[config.mk]
export PLATFORM = sky130hd
export DESIGN_NAME = conv_1x1_layer_sched
export DESIGN_NICKNAME = d
export VERILOG_FILES = /design/src/rtl/conv_1x1_layer_sched.sv
export SDC_FILE = /design/constraint.sdc
export NUM_CORES = 1
export LEC_CHECK = 0
export CAP_MARGIN = 10
export CORE_ASPECT_RATIO = 0.7
export CORE_MARGIN = 2
export CORE_UTILIZATION = 51
export CTS_CLUSTER_SIZE = 30
export DETAILED_ROUTE_END_ITERATION = 10
export PLACE_DENSITY = 0.86
export SLEW_MARGIN = 40
export SYNTH_ARGS = -nofsm -noshare
export SYNTH_HDL_FRONTEND = slang
export SYNTH_SLANG_ARGS = --single-unit
[constraint.sdc]
create_clock -name clk -period 2.7 [get_ports clk]
set_input_delay 0.81 -clock clk [delete_from_list [all_inputs] [get_ports clk]]
set_output_delay 0.81 -clock clk [all_outputs]
set_load 0.02 [all_outputs]
[src/rtl/conv_1x1_layer_sched.sv]
// Layer scheduler for a 1x1 conv datapath: weight fetch, pixel stream, result drain per output channel.
// Optional cycle counter output perf_cycles when CONV1X1_SCHED_PERF_EN is defined.
module conv_1x1_layer_sched #(
  parameter int DATA_WIDTH      = 32,
  parameter int IMAGE_WIDTH     = 64,
  parameter int IMAGE_HEIGHT    = 64,
  parameter int CHANNEL_NUM_IN  = 256,
  parameter int CHANNEL_NUM_OUT = 256,
  localparam int IMAGE_SIZE = IMAGE_WIDTH * IMAGE_HEIGHT,
  localparam int PA_W = $clog2(IMAGE_SIZE * CHANNEL_NUM_IN),
  localparam int WA_W = $clog2(CHANNEL_NUM_IN * CHANNEL_NUM_OUT),
  localparam int OC_W = (CHANNEL_NUM_OUT > 1) ? $clog2(CHANNEL_NUM_OUT) : 1
) (
  input  logic                  clk,
  input  logic                  reset,
  input  logic                  start,
  input  logic                  out_ready,
  output logic                  busy,
  output logic                  done,
  output logic [OC_W-1:0]       cur_oc,
  output logic                  w_rd_en,
  output logic [WA_W-1:0]       w_addr,
  input  logic [DATA_WIDTH-1:0] w_rd_data,
  output logic                  valid_weight_in,
  output logic [DATA_WIDTH-1:0] weight_in,
  output logic                  pxl_rd_en,
  output logic [PA_W-1:0]       pxl_addr,
  input  logic [DATA_WIDTH-1:0] pxl_rd_data,
  output logic                  valid_in,
  output logic [DATA_WIDTH-1:0] pxl_in,
  input  logic                  core_valid_out
`ifdef CONV1X1_SCHED_PERF_EN
  ,output logic [31:0]          perf_cycles
`endif
);

  localparam int PIX_TOT = IMAGE_SIZE * CHANNEL_NUM_IN;
  localparam int RC_W    = $clog2(PIX_TOT + 1);
  localparam int IC_W    = (CHANNEL_NUM_IN > 1) ? $clog2(CHANNEL_NUM_IN) : 1;

  typedef enum logic [2:0] {S_IDLE, S_LOAD_W, S_STREAM, S_DRAIN, S_FIN} state_t;

  state_t          state;
  logic [IC_W-1:0] ic;
  logic [PA_W-1:0] pix;
  logic [RC_W-1:0] res_cnt;
  logic [OC_W-1:0] oc;
  logic [WA_W-1:0] w_ptr;

  logic issue_w, last_ic, last_pix, count_en;

  // The first weight read goes out on the same edge that accepts start.
  assign issue_w  = out_ready && ((state == S_LOAD_W) || (state == S_IDLE && start));
  assign last_ic  = (ic == IC_W'(CHANNEL_NUM_IN - 1));
  assign last_pix = (pix == PA_W'(PIX_TOT - 1));
  assign count_en = core_valid_out && (state == S_STREAM || state == S_DRAIN) && (res_cnt != '1);

  assign weight_in = w_rd_data;
  assign pxl_in    = pxl_rd_data;
  assign cur_oc    = oc;

  always_ff @(posedge clk or negedge reset) begin
    if (!reset) begin
      state           <= S_IDLE;
      ic              <= '0;
      pix             <= '0;
      res_cnt         <= '0;
      oc              <= '0;
      w_ptr           <= '0;
      busy            <= 1'b0;
      done            <= 1'b0;
      w_rd_en         <= 1'b0;
      w_addr          <= '0;
      pxl_rd_en       <= 1'b0;
      pxl_addr        <= '0;
      valid_weight_in <= 1'b0;
      valid_in        <= 1'b0;
    end else begin
      valid_weight_in <= w_rd_en;
      valid_in        <= pxl_rd_en;
      done            <= 1'b0;
      w_rd_en         <= 1'b0;
      pxl_rd_en       <= 1'b0;
      if (count_en) res_cnt <= res_cnt + RC_W'(1);
      // w_ptr walks oc*CIN+ic linearly across the whole layer.
      if (issue_w) begin
        w_rd_en <= 1'b1;
        w_addr  <= w_ptr;
        w_ptr   <= w_ptr + WA_W'(1);
        ic      <= last_ic ? '0 : ic + IC_W'(1);
      end
      case (state)
        S_IDLE: if (start) begin
          busy  <= 1'b1;
          state <= (issue_w && last_ic) ? S_STREAM : S_LOAD_W;
        end
        S_LOAD_W: if (issue_w && last_ic) state <= S_STREAM;
        S_STREAM: if (out_ready) begin
          pxl_rd_en <= 1'b1;
          pxl_addr  <= pix;
          pix       <= last_pix ? '0 : pix + PA_W'(1);
          if (last_pix) state <= S_DRAIN;
        end
        S_DRAIN: if (res_cnt == RC_W'(PIX_TOT)) begin
          res_cnt <= '0;
          if (oc == OC_W'(CHANNEL_NUM_OUT - 1)) begin
            state <= S_FIN;
            done  <= 1'b1;
            busy  <= 1'b0;
          end else begin
            oc    <= oc + OC_W'(1);
            state <= S_LOAD_W;
          end
        end
        S_FIN: begin
          state <= S_IDLE;
          oc    <= '0;
          w_ptr <= '0;
        end
        default: state <= S_IDLE;
      endcase
    end
  end

`ifdef CONV1X1_SCHED_PERF_EN
  always_ff @(posedge clk or negedge reset) begin
    if (!reset)                      perf_cycles <= '0;
    else if (state == S_IDLE && start) perf_cycles <= '0;
    else if (busy)                   perf_cycles <= perf_cycles + 32'd1;
  end
`endif

endmodule

# ---- Word level (Yosys, flattened, before mapping)
# Cells that the tools add are included.
dict set report classes {
  reduce_logical 15
  n_eq_ne 16
  order_cmp 0
  div_mod_pow 0
  bitwise 0
  n_mux 28
  addsub 5
  n_shift 0
  mul 0
}
# op count
set op_table {}
lappend op_table {{two-way mux 21 bit} 3}
lappend op_table {{two-way mux 16 bit} 2}
lappend op_table {{two-way mux 8 bit} 3}
lappend op_table {{adder 21 x 1 -> 21 bit (second input constant)} 1}
lappend op_table {{== test 21 bit (second input constant)} 1}
lappend op_table {{inequality test 21 bit (second input constant)} 1}
lappend op_table {{adder 20 x 1 -> 20 bit (second input constant)} 1}
lappend op_table {{== test 20 bit (second input constant)} 1}
lappend op_table {{two-way mux 20 bit} 1}
lappend op_table {{two-way mux 3 bit} 6}
lappend op_table {{adder 16 x 1 -> 16 bit (second input constant)} 1}
lappend op_table {{adder 8 x 1 -> 8 bit (second input constant)} 2}
lappend op_table {{== test 8 bit (second input constant)} 2}
lappend op_table {{case mux 8 bit (2 select lines)} 1}
lappend op_table {{case mux 3 bit (4 select lines)} 1}
lappend op_table {{two-way mux 1 bit} 9}
lappend op_table {{inequality test 2 bit (second input constant)} 4}
lappend op_table {{== test 3 x 2 -> 1 bit (second input constant)} 2}
lappend op_table {{inequality test 2 x 1 -> 1 bit (second input constant)} 3}
lappend op_table {{nonzero test 2 bit} 3}
lappend op_table {{logical AND 1 bit} 5}
lappend op_table {{AND reduction 5 bit} 1}
lappend op_table {{AND reduction 4 bit} 1}
lappend op_table {{== test 3 x 1 -> 1 bit (second input constant)} 1}
lappend op_table {{other kinds (7)} 8}
dict set report totals {
  memories 0
  ram_bits 0
  wordCells 78
  input_bits 69
  rom_bits 0
  output_inout_bits 114
  latchBits 0
  regBits 118
}

# ---- Logic depth before layout (Yosys ltp)
dict set report depth {
  word_depth 8
  mapped_depth 8
  mapped_depth_nobuf 7
}

# ---- Least setup slack after synthesis
# No wires, ideal clock.
dict set report synth_timing {
  path_kind {input to register}
  from {input port core_valid_out}
  to {register res_cnt[11]}
  arrival_time_ns 1.891
  stages 6
  setup_slack_ns 0.685
  cell_sequence {and3b_2 and4_1 and3_1 buf_2 nand2_1 mux2_2}
}
dict set report synth_between {
  elab_chain_len 5
}
# item line
set synth_lines {}
lappend synth_lines {{from (decl)} 31} ;# input logic core_valid_out
lappend synth_lines {{logical AND 1 bit (*) (2 in series)} 56} ;# assign count_en = core_valid_out && (state == S_STREAM || state == S_DRAIN) && (res_cnt != '1);
lappend synth_lines {{two-way mux 21 bit (*)} 84} ;# if (count_en) res_cnt <= res_cnt + RC_W'(1);
lappend synth_lines {{two-way mux 21 bit} 104} ;# S_DRAIN: if (res_cnt == RC_W'(PIX_TOT)) begin
lappend synth_lines {{two-way mux 21 bit (*)} 92} ;# case (state)
lappend synth_lines {{to (signal assigned)} 84}
lappend synth_lines {{to (decl)} 46} ;# logic [RC_W-1:0] res_cnt;
# Every way passes the cells marked *; elsewhere a longest branch is shown, timed or not.
# A chain may end at the register's enable or synchronous reset.

# ---- Worst setup path in the final report
dict set report layout_timing {
  from {register res_cnt[1]}
  to {register res_cnt[2]}
}
dict set report layout_between {
  elab_chain_len 5
  elab_cells_between_ends 7
  classes_between {1 x add/sub; 2 x eq/ne; 3 x mux; 1 x reduce/logical}
}
# item line
set layout_lines {}
lappend layout_lines {{branches (longest 4 deep; another with adder 21 x 1 -> 21 bit)} --}
lappend layout_lines {{two-way mux 21 bit (*)} 92}
# Every way passes the cells marked *.

==> impl_metrics.env <==
export IMPL_dieArea_mm2=0.0125
export IMPL_path_cells="inv_1 > ha_1 > nor4b_1 > nand2_1 > nor3_4 > buf_4 > nor2_1 > mux2_2"
export IMPL_power_per_cell_area_mw_per_mm2=667
export IMPL_required_ps=2990
export IMPL_peakVddDrop_uv=462
export IMPL_first_pass_iters=4
export IMPL_die_x_um=133
export IMPL_synth_area_leaders="dfrtp_1 50%, nand2_1 9.0%, buf_4 8.1%"
export IMPL_worst_path_stages=8
export IMPL_tightest_slew_ps=642
export IMPL_start_kind="flip-flop"
export IMPL_synth_edf_count=0
export IMPL_nFillCells=855
export IMPL_drive_gt1_frac=0.0981
export IMPL_wl_per_cell_um=15.5
export IMPL_finalSetupViolCount=0
export IMPL_path_delay_family="simple AND/OR/NAND/NOR gates"
export IMPL_ant_nets=0
export IMPL_cts_tree="done"
export IMPL_cap_violations=0
export IMPL_antennaDiodeCount=0
export IMPL_cp_num_buf_inv=2
export IMPL_crit_path_max_incr_delay_ps=430
export IMPL_maxSlewViolCount=0
export IMPL_cts_setup_buffers=0
export IMPL_yosysTopAreaCell="dfrtp_1"
export IMPL_portBuffers=54
export IMPL_grt_pass1_vias=4265
export IMPL_avgSynthCellArea_um2=9.64
export IMPL_syn_to_final_growth_pct=15.5
export IMPL_synthFlopType="dfrtp_1"
export IMPL_synthesis_area_mm2=0.00594
export IMPL_synth_top_area_frac=0.497
export IMPL_yosysSeqAreaShare=0.497
export IMPL_ys_async_sr_fraction=1.00
export IMPL_cts_resized=0
export IMPL_seq_area_mm2=0.00295
export IMPL_reg2reg_depth=8
export IMPL_start_util=0.531
export IMPL_reg2reg_slack_ps=380
export IMPL_drc=0
export IMPL_synth_cells=616
export IMPL_yosysWarnings=0
export IMPL_arrival_ps=2610
export IMPL_min_period_ps=2320
export IMPL_grtUsageTotal=0.207
export IMPL_clkLatencyLatePin_ps=410
export IMPL_post_layout_total_power_mw=4.57
export IMPL_crit_reg2reg_launch="res_cnt[1]$_DFF_PN0_"
export IMPL_clkSlewWorstSetupHoldPaths_ps=50
export IMPL_drt_vias_per_instance=5.53
export IMPL_hold_ws_ps=381
export IMPL_critPathMaxFanout=9
export IMPL_yosysUniqueCellTypes=54
export IMPL_hold_violations=0
export IMPL_fmaxAchievable_mhz=431
export IMPL_rows=32
export IMPL_rsz0062_at_grt="false"
export IMPL_grt_max_degree=40
export IMPL_grt_overflow=0
export IMPL_fin_nets=694
export IMPL_tns_ps=0
export IMPL_clk_path_buf_depth=2
export IMPL_htree_num_levels=4
export IMPL_cts_hold_repair_buffers=0
export IMPL_path_class="flip-flop to flip-flop"
export IMPL_coreArea_mm2=0.0112
export IMPL_vias=4343
export IMPL_multi_input_area_mm2=0.00238
export IMPL_clkSinkCount=118
export IMPL_crit_start="res_cnt[1]$_DFF_PN0_"
export IMPL_grt_pass1_wl_mm=20.3
export IMPL_ys_seq_elements=118
export IMPL_clock_skew_ps=8.14
export IMPL_slew_headroom=0.570
export IMPL_place_hpwl_mm=8.31
export IMPL_first_iter_violations=351
export IMPL_die_h_um=94.3
export IMPL_hold_path_class="primary input to asynchronous set/reset pin"
export IMPL_fin_crit_sh=0.860
export IMPL_syn_nets=691
export IMPL_status="complete, no violations"
export IMPL_gp_congestion=0.870
export IMPL_endpoint="res_cnt[2]$_DFF_PN0_"
export IMPL_ios=183
export IMPL_cts_buffers=17
export IMPL_wirelength_mm=12.2
export IMPL_worst_setup_path_end_kind="flip-flop"
export IMPL_p_leak_nw=3.31
export IMPL_cts_root_buf="clkbuf_16"
export IMPL_r2r_end="res_cnt[2]$_DFF_PN0_"
export IMPL_antenna_found_initial=0
export IMPL_cp_slowest_cell="dfrtp_1"
power by group:
group | internal (mW) | switching [mW] | total [mW]
Sequential | 1.82 | 0.0758 | 1.90
Combinational | 0.103 | 0.134 | 0.237
Clock | 1.68 | 0.764 | 2.44
Total | 3.60 | 0.973 | 4.57
Yosys cell counts, types with 3 or more instances:
cell type,n
nor3_1,9
mux2_2,4
nand3_1,26
mux2i_1,4
o21ai_0,5
o21ai_1,4
a21oi_1,6
inv_1,9
dfrtp_1,118
clkbuf_1,11
ha_1,6
nand2_1,143
xnor2_1,28
and4_1,10
xor2_1,23
nand4_1,15
a31oi_1,3
buf_2,6
nor4_1,5
buf_4,64
nor2_1,56
o31ai_1,3
and3_1,13
and2_1,4
how the worst min path moves through the flow:
stage / startpoint / to / slack, ps / cells after the start
floorplan: ic[6]$_DFFE_PN0P_ / ic[6]$_DFFE_PN0P_ / 440 / 1
global placement: pxl_rd_en$_DFF_PN0_ / valid_in$_DFF_PN0_ / 360 / 0
detailed placement: pxl_rd_en$_DFF_PN0_ / valid_in$_DFF_PN0_ / 370 / 0
CTS: reset / w_addr[1]$_DFFE_PN0P_ / 380 / 1
global route: pxl_rd_en$_DFF_PN0_ / valid_in$_DFF_PN0_ / 390 / 0
finish: reset / ic[6]$_DFFE_PN0P_ / 380 / 1
cell families (layout without fill, tap and decap cells):
kind of cell,Yosys count,after routing,share of synthesized area
DFF,118,118,0.497
AOI/OAI and AO/OA,33,33,0.0398
adders and majority gates,6,6,0.0126
muxes,11,11,0.0213
xor gates and xnor gates,51,51,0.0753
buffers and inverters,93,109,0.103
and+or+nand+nor,304,304,0.250
area by class of cell:
class,instances,area share
multi-input combinational,405,0.346
timing repair buffer,67,0.0963
inverter,10,0.00547
clock inverter,10,0.0255
clock buffer,22,0.0677
sequential,118,0.431
tap,153,0.0279
sequential cells by signal, summed over array words and instances (netlist names), 3 cells and up:
register and cells:
pxl_addr 20, w_addr 16, cur_oc 8, ic 8, pix 20, res_cnt 21, w_ptr 16, state 3
through the flow:
| step | worst slack (ps) | instance area [um^2] | util | instances |
|---|---|---|---|---|
| after floorplan | 685 | 5940 | - | 616 |
| after global placement | 154 | 6220 | 0.557 | 753 |
| after detailed placement | 34.5 | 6220 | 0.557 | 753 |
| after CTS | 364 | 6860 | 0.614 | 785 |
| after global routing | 180 | 6860 | 0.614 | 785 |
| final | 379 | 6860 | 0.614 | 785 |
layer usage:
layer,vias to the layer above,global-route usage,wire (um)
li1,2009,-,-
met1,2164,0.271,5600
met2,144,0.324,5720
met3,26,0.0631,636
met4,0,0.0851,210
met5,-,0,0
worst reg2reg max path, cell delays in order, from the launching register on:
cell and delay, ps:
dfrtp_1 430, inv_1 100, ha_1 150, nor4b_1 320, nand2_1 270, nor3_4 370
buf_4 240, nor2_1 60, mux2_2 260
layout by cell type, fill, tap and decap left out, types with 5 or more instances in the layout:
master / count
nand2_1: 143
dfrtp_1: 118
nor2_1: 56
clkdlybuf4s50_1: 53
xnor2_1: 28
nand3_1: 26
xor2_1: 23
clkbuf_16: 17
nand4_1: 15
and3_1: 13
buf_4: 12
and4_1: 10
inv_1: 9
nor3_1: 9
a21oi_1: 6
ha_1: 6
nor4_1: 5
o21ai_0: 5
clkinv_2: 5
bufinv_16: 5
(Power assumes the default switching activity.)
